## config.mk

```make
export PLATFORM = sky130hd
export DESIGN_NAME = if_stage
export DESIGN_NICKNAME = d
export VERILOG_FILES = /design/src/rtl/if_stage_pkg.sv /design/src/rtl/if_stage.sv
export SDC_FILE = /design/constraint.sdc
export NUM_CORES = 1
export LEC_CHECK = 0
export BUFFER_PORTS_ARGS = -buffer_cell sky130_fd_sc_hd__buf_2
export CAP_MARGIN = 20
export CORE_AREA = 2 2 86 88
export DETAILED_ROUTE_END_ITERATION = 12
export DIE_AREA = 0 0 88 90
export HOLD_SLACK_MARGIN = 0.1
export PLACE_DENSITY_LB_ADDON = 0.05
export SLEW_MARGIN = 20
export SYNTH_ARGS = -nofsm -noshare
export SYNTH_HDL_FRONTEND = slang
export SYNTH_SLANG_ARGS = --single-unit
```

## constraint.sdc

```tcl
create_clock -name clk -period 3 [get_ports clk]
set_clock_uncertainty 0.1 [all_clocks]
set_input_delay 0.75 -clock clk [delete_from_list [all_inputs] [get_ports clk]]
set_output_delay 0.75 -clock clk [all_outputs]
set_load 0.01 [all_outputs]
```

## src/rtl/if_stage_pkg.sv

```systemverilog
// ============================================================================
// Module      : if_stage_pkg
// Description : Shared constants and types for the instruction-fetch stage:
//               bus widths, reset PC, AdEL exception code and FSM states.
// Revision    : 1.0 - initial release
// ============================================================================
`default_nettype none

package if_stage_pkg;

  localparam int          FS_TO_DS_BUS_WD = 70;
  localparam int          PS_TO_FS_BUS_WD = 32;
  localparam logic [31:0] RESET_PC        = 32'hbfbffffc;
  localparam logic [4:0]  EXC_ADEL        = 5'h04;

  typedef enum logic [1:0] {
    FS_IDLE = 2'd0,  // no instruction in IF
    FS_WAIT = 2'd1,  // ICache request outstanding
    FS_HOLD = 2'd2   // instruction buffered, waiting for ID
  } fs_state_e;

endpackage : if_stage_pkg

`default_nettype wire

```

## src/rtl/if_stage.sv

```systemverilog
// ============================================================================
// Module      : if_stage
// Description : Instruction-fetch stage. Accepts the fetch PC on the ICache
//               address handshake, waits for the in-order data response,
//               hands it to ID (zero-latency bypass) or buffers it, and drops
//               responses that belong to flushed fetches.
// Options     : FS_ADEL_CHECK_EN - when defined, a misaligned fetch PC is
//               accepted without an ICache request and delivered to ID with
//               fs_ex=1 / fs_excode=AdEL and a zero instruction word.
// Ports       : clk, reset         - clock, synchronous active-high reset
//               ps_to_fs_bus [32]  - fetch PC from pre-IF
//               inst_valid         - pre-IF request valid
//               inst_addr_ok       - ICache accepted the address
//               inst_data_ok       - ICache data return (in order)
//               inst_rdata [32]    - returned instruction word
//               ds_allowin         - ID can accept
//               flush              - exception/eret flush from commit
//               fs_allowin         - IF can accept a new fetch
//               fs_pc [32]         - PC of the instruction in IF
//               fs_to_ds_valid     - bus valid to ID
//               fs_to_ds_bus [70]  - {fs_ex, fs_excode, fs_pc, fs_inst}
// Revision    : 1.0 - initial release
// ============================================================================
`default_nettype none

module if_stage
  import if_stage_pkg::*;
#(
  parameter logic [31:0] RESET_PC_P      = RESET_PC,
  parameter int          FS_TO_DS_BUS_W  = FS_TO_DS_BUS_WD
) (
  input  logic                       clk,
  input  logic                       reset,
  input  logic [PS_TO_FS_BUS_WD-1:0] ps_to_fs_bus,
  input  logic                       inst_valid,
  input  logic                       inst_addr_ok,
  input  logic                       inst_data_ok,
  input  logic [31:0]                inst_rdata,
  input  logic                       ds_allowin,
  input  logic                       flush,
  output logic                       fs_allowin,
  output logic [31:0]                fs_pc,
  output logic                       fs_to_ds_valid,
  output logic [FS_TO_DS_BUS_W-1:0]  fs_to_ds_bus
);

  fs_state_e   state_q, state_d;
  logic        cancel_q, cancel_d;
  logic [31:0] fs_pc_q, fs_pc_d;
  logic [31:0] inst_buf_q, inst_buf_d;
  logic        fs_ex_q, fs_ex_d;
  logic [4:0]  fs_excode_q, fs_excode_d;

  logic        fs_ready_go;
  logic        req_fire;
  logic        adel_fire;
  logic        any_fire;
  fs_state_e   fire_state;
  logic [31:0] fs_inst;

  // A live response is one that arrives in WAIT and is not a stale leftover.
  assign fs_ready_go = (state_q == FS_HOLD) |
                       ((state_q == FS_WAIT) & inst_data_ok & ~cancel_q);
  assign fs_allowin  = (state_q == FS_IDLE) | (fs_ready_go & ds_allowin) | flush;

`ifdef FS_ADEL_CHECK_EN
  logic misaligned;
  assign misaligned = |ps_to_fs_bus[1:0];
  // Pre-IF raises no ICache request for a misaligned PC, so inst_valid is
  // not part of that handshake.
  assign adel_fire  = inst_addr_ok & fs_allowin & misaligned;
  assign req_fire   = inst_valid & inst_addr_ok & fs_allowin & ~misaligned;
`else
  assign adel_fire  = 1'b0;
  assign req_fire   = inst_valid & inst_addr_ok & fs_allowin;
`endif

  assign any_fire   = req_fire | adel_fire;
  // An AdEL fetch has its "instruction" immediately, so it skips WAIT.
  assign fire_state = adel_fire ? FS_HOLD : FS_WAIT;

  always_comb begin
    state_d     = state_q;
    cancel_d    = cancel_q;
    fs_pc_d     = fs_pc_q;
    inst_buf_d  = inst_buf_q;
    fs_ex_d     = fs_ex_q;
    fs_excode_d = fs_excode_q;

    case (state_q)
      FS_IDLE: begin
        if (any_fire) state_d = fire_state;
      end
      FS_WAIT: begin
        if (inst_data_ok) begin
          if (cancel_q) begin
            // Stale response consumed; keep waiting for ours.
            state_d = FS_WAIT;
          end else if (ds_allowin) begin
            state_d = any_fire ? fire_state : FS_IDLE;
          end else begin
            inst_buf_d = inst_rdata;
            state_d    = FS_HOLD;
          end
        end
      end
      FS_HOLD: begin
        if (ds_allowin) state_d = any_fire ? fire_state : FS_IDLE;
      end
      default: state_d = FS_IDLE;
    endcase

    // Any response seen while cancel is set is the stale one.
    if (cancel_q && inst_data_ok) cancel_d = 1'b0;

    if (flush) begin
      state_d = any_fire ? fire_state : FS_IDLE;
      // The in-flight request will still return; remember to drop it.
      if ((state_q == FS_WAIT) && !inst_data_ok) cancel_d = 1'b1;
    end

    if (any_fire) begin
      fs_pc_d     = ps_to_fs_bus;
      fs_ex_d     = adel_fire;
      fs_excode_d = adel_fire ? EXC_ADEL : 5'h00;
      if (adel_fire) inst_buf_d = 32'h0;
    end
  end

  always_ff @(posedge clk) begin
    if (reset) begin
      state_q     <= FS_IDLE;
      cancel_q    <= 1'b0;
      fs_pc_q     <= RESET_PC_P;
      inst_buf_q  <= 32'h0;
      fs_ex_q     <= 1'b0;
      fs_excode_q <= 5'h00;
    end else begin
      state_q     <= state_d;
      cancel_q    <= cancel_d;
      fs_pc_q     <= fs_pc_d;
      inst_buf_q  <= inst_buf_d;
      fs_ex_q     <= fs_ex_d;
      fs_excode_q <= fs_excode_d;
    end
  end

  // In WAIT the word comes straight from the ICache (zero-latency bypass).
  assign fs_inst        = (state_q == FS_WAIT) ? inst_rdata : inst_buf_q;
  assign fs_pc          = fs_pc_q;
  assign fs_to_ds_valid = fs_ready_go & ~flush;
  assign fs_to_ds_bus   = {fs_ex_q, fs_excode_q, fs_pc_q, fs_inst};

endmodule : if_stage

`default_nettype wire

```

==> results of run 1 <==
-- cells in the final DEF, fill, tap and decap left out --
master,count
buf_2,168
dfxtp_1,67
nand2_1,66
nor2_1,57
a21oi_1,35
mux2_2,32
mux2i_1,32
clkbuf_8,11
nand2b_1,8
conb_1,6
buf_4,5
nor3_1,3
clkbuf_1,3
nor2b_1,2
clkinv_2,2
and2b_1,1
nand4bb_1,1
or2b_1,1
and4bb_1,1
or4_4,1
nor2_2,1
or2_2,1
o21ai_0,1
o21a_1,1
nor2b_4,1
nor4b_1,1
a22o_1,1
nor3b_1,1
buf_16,1
buf_12,1
-- stage by stage --
stage                     setup slack, ns  instance area (sq um)  power [mW]   util
after global routing                0.341                   4100        1.99  0.583
after global placement              0.385                   3890        1.26  0.555
final                               0.442                   4100        1.91  0.583
after CTS                           0.418                   4100        1.93  0.583
after detailed placement            0.442                   3920        1.27  0.559
after floorplan                     0.763                   3290        1.17      -
-- worst paths after layout --
kind                                     from       endpoint  slack, ns  cells past startpoint
worst min-delay path            inst_buf_q[4]  inst_buf_q[4]       0.35                      2
worst max-delay path               ds_allowin     fs_allowin       0.44                      4
worst max register to register     state_q[1]       fs_pc[4]       1.08                      5
worst min register to register  inst_buf_q[4]  inst_buf_q[4]       0.35                      2
-- routing by layer --
layer	wire length [um]	share of wire	global-route usage
met3	593	0.081	0.0514
met2	3390	0.47	0.285
met1	3240	0.45	0.219
met5	0	0	0
met4	59	0.0081	0.0654
-- logic make-up after synthesis --
group,synth area share
other,0.00115
and+or+nand+nor,0.193
muxes,0.208
AOI/OAI and AO/OA,0.0601
buffers and inverters,0.127
DFF,0.410
-- critical path, stage by stage --
cell     delay [ns]
buf_2          0.14
nor2b_1        0.13
or4_4          0.51
buf_2          0.17
-- flip-flops by register name, indices dropped and copies added (netlist names) --
register    count
cancel_q        1
inst_buf_q     32
fs_pc          32
state_q         2
-- where the power goes --
part           internal (mW)  switching (mW)
Clock                  0.344           0.319
Sequential             0.920          0.0204
Combinational          0.148           0.157
Total                   1.41           0.496
-- final cells by class --
| cell class | instances | share of cell area |
|---|---|---|
| Clock buffer | 14 | 0.0397 |
| Clock inverter | 2 | 0.00244 |
| Multi-Input combinational cell | 254 | 0.374 |
| Sequential cell | 67 | 0.328 |
| Tap cell | 99 | 0.0302 |
| Timing Repair Buffer | 175 | 0.226 |
==> flow_summary.toml, run 1 <==
[timing]
setup_viol = 0
maxSlewHeadroom = 0.541
min_period_ns = 2.56
worstMarginPinSlew_ns = 0.687
fmax_ghz = 0.391
rsz0062_at_grt = "no"
finalCritPeriodShare = 0.853
whs_ns = 0.353
final_hold_viol_count = 0
tns_ns = 0
slew_viol_final = 0

[route]
wire_per_inst_um = 11.9
drt_wl_total_mm = 7.29
drc = 0
vias_per_cell = 4.60
dr_total_vias = 2812
first_iter_violations = 81
antenna_left = 0
drt_pass1_iterations = 4

[pwr]
powerDensity_mw_per_mm2 = 466
ir_worst_vdd_v = 0.000296
total_leakage_power_nw = 1.85

[finish]
multi_input_area_sq_mm = 0.00153
area_growth_pct = 25.3
n_antenna_cell = 0
fin_nets = 578
nFillCells = 676
final_cells = 611
register_area_sq_mm = 0.00134
drive_gt1_frac = 0.438

[synthesis]
yosys_warnings = 0
async_flop_share = 0
ys_seq_elements = 67
synthCells = 380
synth_edf_count = 0
yosys.area.top_type_share = 0.410
synthTopCellsByArea = "dfxtp_1, mux2_2, mux2i_1"
avgSynthCellArea_sq_um = 8.60
ys_seq_area_frac = 0.410
ys_types = 26
yosysMostFrequentCell = "dfxtp_1"
netlist.top_cell.by_area = "dfxtp_1"
netlist_area_sq_mm = 0.00327
synth_flop_cell = "dfxtp_1"
synth_common_cells = "dfxtp_1, nand2_1, nor2_1, buf_4, a21oi_1"

[die]
start_util = 0.466
die_width_um = 88
dieArea_sq_mm = 0.00792
io_pins = 175
die_h_um = 90
core-area_sq_mm = 0.00702
rows = 31

[run]
maxCapViolCount = 0

[global_route]
grt_pass1_vias = 2495
grt_use_total = 0.176
grt_overflow = 0
grt_max_degree = 55
grt_pass1_wl_mm = 11.2
grt_antenna_before_repair = 0

[setup_path]
path_max_fanout = 7
required_ns = 2.15
arrival_ns = 1.71
path_class = "input port to output port"
start_kind = "input port"
end_kind = "output port"

[place]
place_hpwl_mm = 5.25
placement.io_buffers = 168
placedCellCount = 595
gp_congestion = 0.705

[clock_tree]
cts_made_buffers = 9
clk_pin_slew_worst_paths_ns = 0.07
cts_buffer_depth = 2
clkSinkCount = 67
cts_tree = "done"
post-cts-setup-buffer-count = 0
root_buffer = "clkbuf_8"
ctsHoldBuffers = 0
clk_latency_ns = 0.32
h-tree-depth = 3
postCtsResizedCells = 0

[hold_path]
hold_class = "flip-flop to flip-flop"

[run_status]
status = "finished clean"
(Power assumes the default switching activity.)
==> run 2, diff against run 1 <==
--- a/config.mk
+++ b/config.mk
@@ -7,9 +7,9 @@
 export LEC_CHECK = 0
 export BUFFER_PORTS_ARGS = -buffer_cell sky130_fd_sc_hd__buf_2
 export CAP_MARGIN = 20
-export CORE_AREA = 2 2 86 88
+export CORE_AREA = 2 2 89 91
 export DETAILED_ROUTE_END_ITERATION = 12
-export DIE_AREA = 0 0 88 90
+export DIE_AREA = 0 0 91 93
 export HOLD_SLACK_MARGIN = 0.1
 export PLACE_DENSITY_LB_ADDON = 0.05
 export SLEW_MARGIN = 20
==> constraint.sdc (replaced) <==
create_clock -name clk -period 2.5 [get_ports clk]
set_clock_uncertainty 0.1 [all_clocks]
set_input_delay 0.625 -clock clk [delete_from_list [all_inputs] [get_ports clk]]
set_output_delay 0.625 -clock clk [all_outputs]
set_load 0.01 [all_outputs]
==> run 2 against run 1 <==
Net effect: global-route usage decreased by 0.27 points; worst hold slack about the same; combinational power increased by 20%; via count increased by 0.89%; highest routed layer unchanged.
==> flow_summary.toml, run 2 (synthesized netlist as in run 1, its figures left out) <==
[run_status]
status = "finished clean"

[clock_tree]
clkSinkCount = 67
postCtsResizedCells = 0
clk_latency_ns = 0.33
clk_pin_slew_worst_paths_ns = 0.07
ctsHoldBuffers = 0
cts_made_buffers = 9
root_buffer = "clkbuf_8"
post-cts-setup-buffer-count = 0
cts_buffer_depth = 2
cts_tree = "done"
h-tree-depth = 3

[setup_path]
required_ns = 1.77
path_cells = "and2b_1 > buf_4 > mux2_2 > buf_2"
crit_family = "buffers and inverters"
startpoint = "state_q[1]"
cp.buffers_inverters = 2
end_kind = "output port"
path_max_fanout = 15
cp_slowest_stage_delay_ns = 0.37
start_kind = "flip-flop"
reg2reg_slack_ns = 0.60
arrival_ns = 1.67
worstReg2RegStart = "state_q[1]"
critPathSlowestCell = "mux2_2"
path_class = "flip-flop to output port"

[timing]
worstMarginPinSlew_ns = 0.641
maxSlewHeadroom = 0.572
tns_ns = 0
setup_viol = 0
fmax_ghz = 0.417
final_hold_viol_count = 0
min_period_ns = 2.40
finalCritPeriodShare = 0.959
slew_viol_final = 0
rsz0062_at_grt = "no"

[finish]
drive_gt1_frac = 0.444
fin_nets = 579
utilization = 0.547
final_cell_mix = "buf_2, nand2_1, dfxtp_1"
nFillCells = 773
area_growth_pct = 26.1
final_common_cell = "buf_2"
fin_area_sq_mm = 0.00412
n_antenna_cell = 0

[route]
wire_per_inst_um = 12.1
drt_wl_total_mm = 7.45
dr_total_vias = 2837
antenna_left = 0
drt_pass1_iterations = 4
first_iter_violations = 90
vias_per_cell = 4.61
drc = 0

[pwr]
powerDensity_mw_per_mm2 = 578
total_leakage_power_nw = 1.86
ir_worst_vdd_v = 0.000302

[global_route]
grt_pass1_vias = 2615
grt_max_degree = 33
grt_use_total = 0.173
grt_pass1_wl_mm = 11.9
grt_overflow = 0
grt_antenna_before_repair = 0

[die]
core-area_sq_mm = 0.00753
rows = 32
dieArea_sq_mm = 0.00846
start_util = 0.434
die_width_um = 91
io_pins = 175
die_h_um = 93

[hold_path]
hold_class = "flip-flop to flip-flop"
holdCritStartpoint = "inst_buf_q[17]"

[place]
place_hpwl_mm = 5.37
gp_congestion = 0.702
placed_area_sq_mm = 0.00392
placement.io_buffers = 168

[run]
maxCapViolCount = 0
-- run 2: through the flow --
step | worst slack (ns) | hold WS [ns] | power (mW) | std cells
finish | 0.103 | 0.353 | 2.38 | 615
global placement | 0.00198 | 0.339 | 1.51 | 598
floorplan | 0.472 | 0.334 | 1.40 | 385
CTS | 0.0218 | 0.357 | 2.42 | 615
detailed placement | 0.201 | 0.347 | 1.52 | 599
global route | 0.0270 | 0.375 | 2.50 | 615
-- run 2: final timing paths --
kind / to / cells after the start
setup / recovery: fs_to_ds_bus[14] / 4
setup reg to reg: fs_pc[1] / 5
hold reg to reg: inst_buf_q[17] / 2
hold / removal: inst_buf_q[17] / 2
-- run 2: final cells by class --
class	instances	area (sq um)	area share
Timing Repair Buffer	176	925	0.224
Multi-Input combinational cell	254	1530	0.372
Tap cell	102	128	0.0310
Clock buffer	11	141	0.0343
Sequential cell	67	1340	0.326
Clock inverter	5	52.6	0.0128
-- run 2: per-layer routing --
layer | global-route usage | vias to the layer above | routed length, um
met3 | 0.0492 | 7 | 573
met4 | 0.0644 | 0 | 78
met1 | 0.216 | 1276 | 3380
met5 | 0 | - | 0
li1 | - | 1448 | -
met2 | 0.286 | 106 | 3420
-- run 2: tightest hold or removal path: stages (launching register included) --
cell and delay (ns):
dfxtp_1 0.31, nand2_1 0.05, a21oi_1 0.05
-- run 2: where the power goes --
| group | total, mW | switching [mW] | internal (mW) |
|---|---|---|---|
| combinational | 0.365 | 0.188 | 0.177 |
| clock | 0.888 | 0.404 | 0.483 |
| sequential | 1.13 | 0.0248 | 1.10 |
| total | 2.38 | 0.617 | 1.76 |
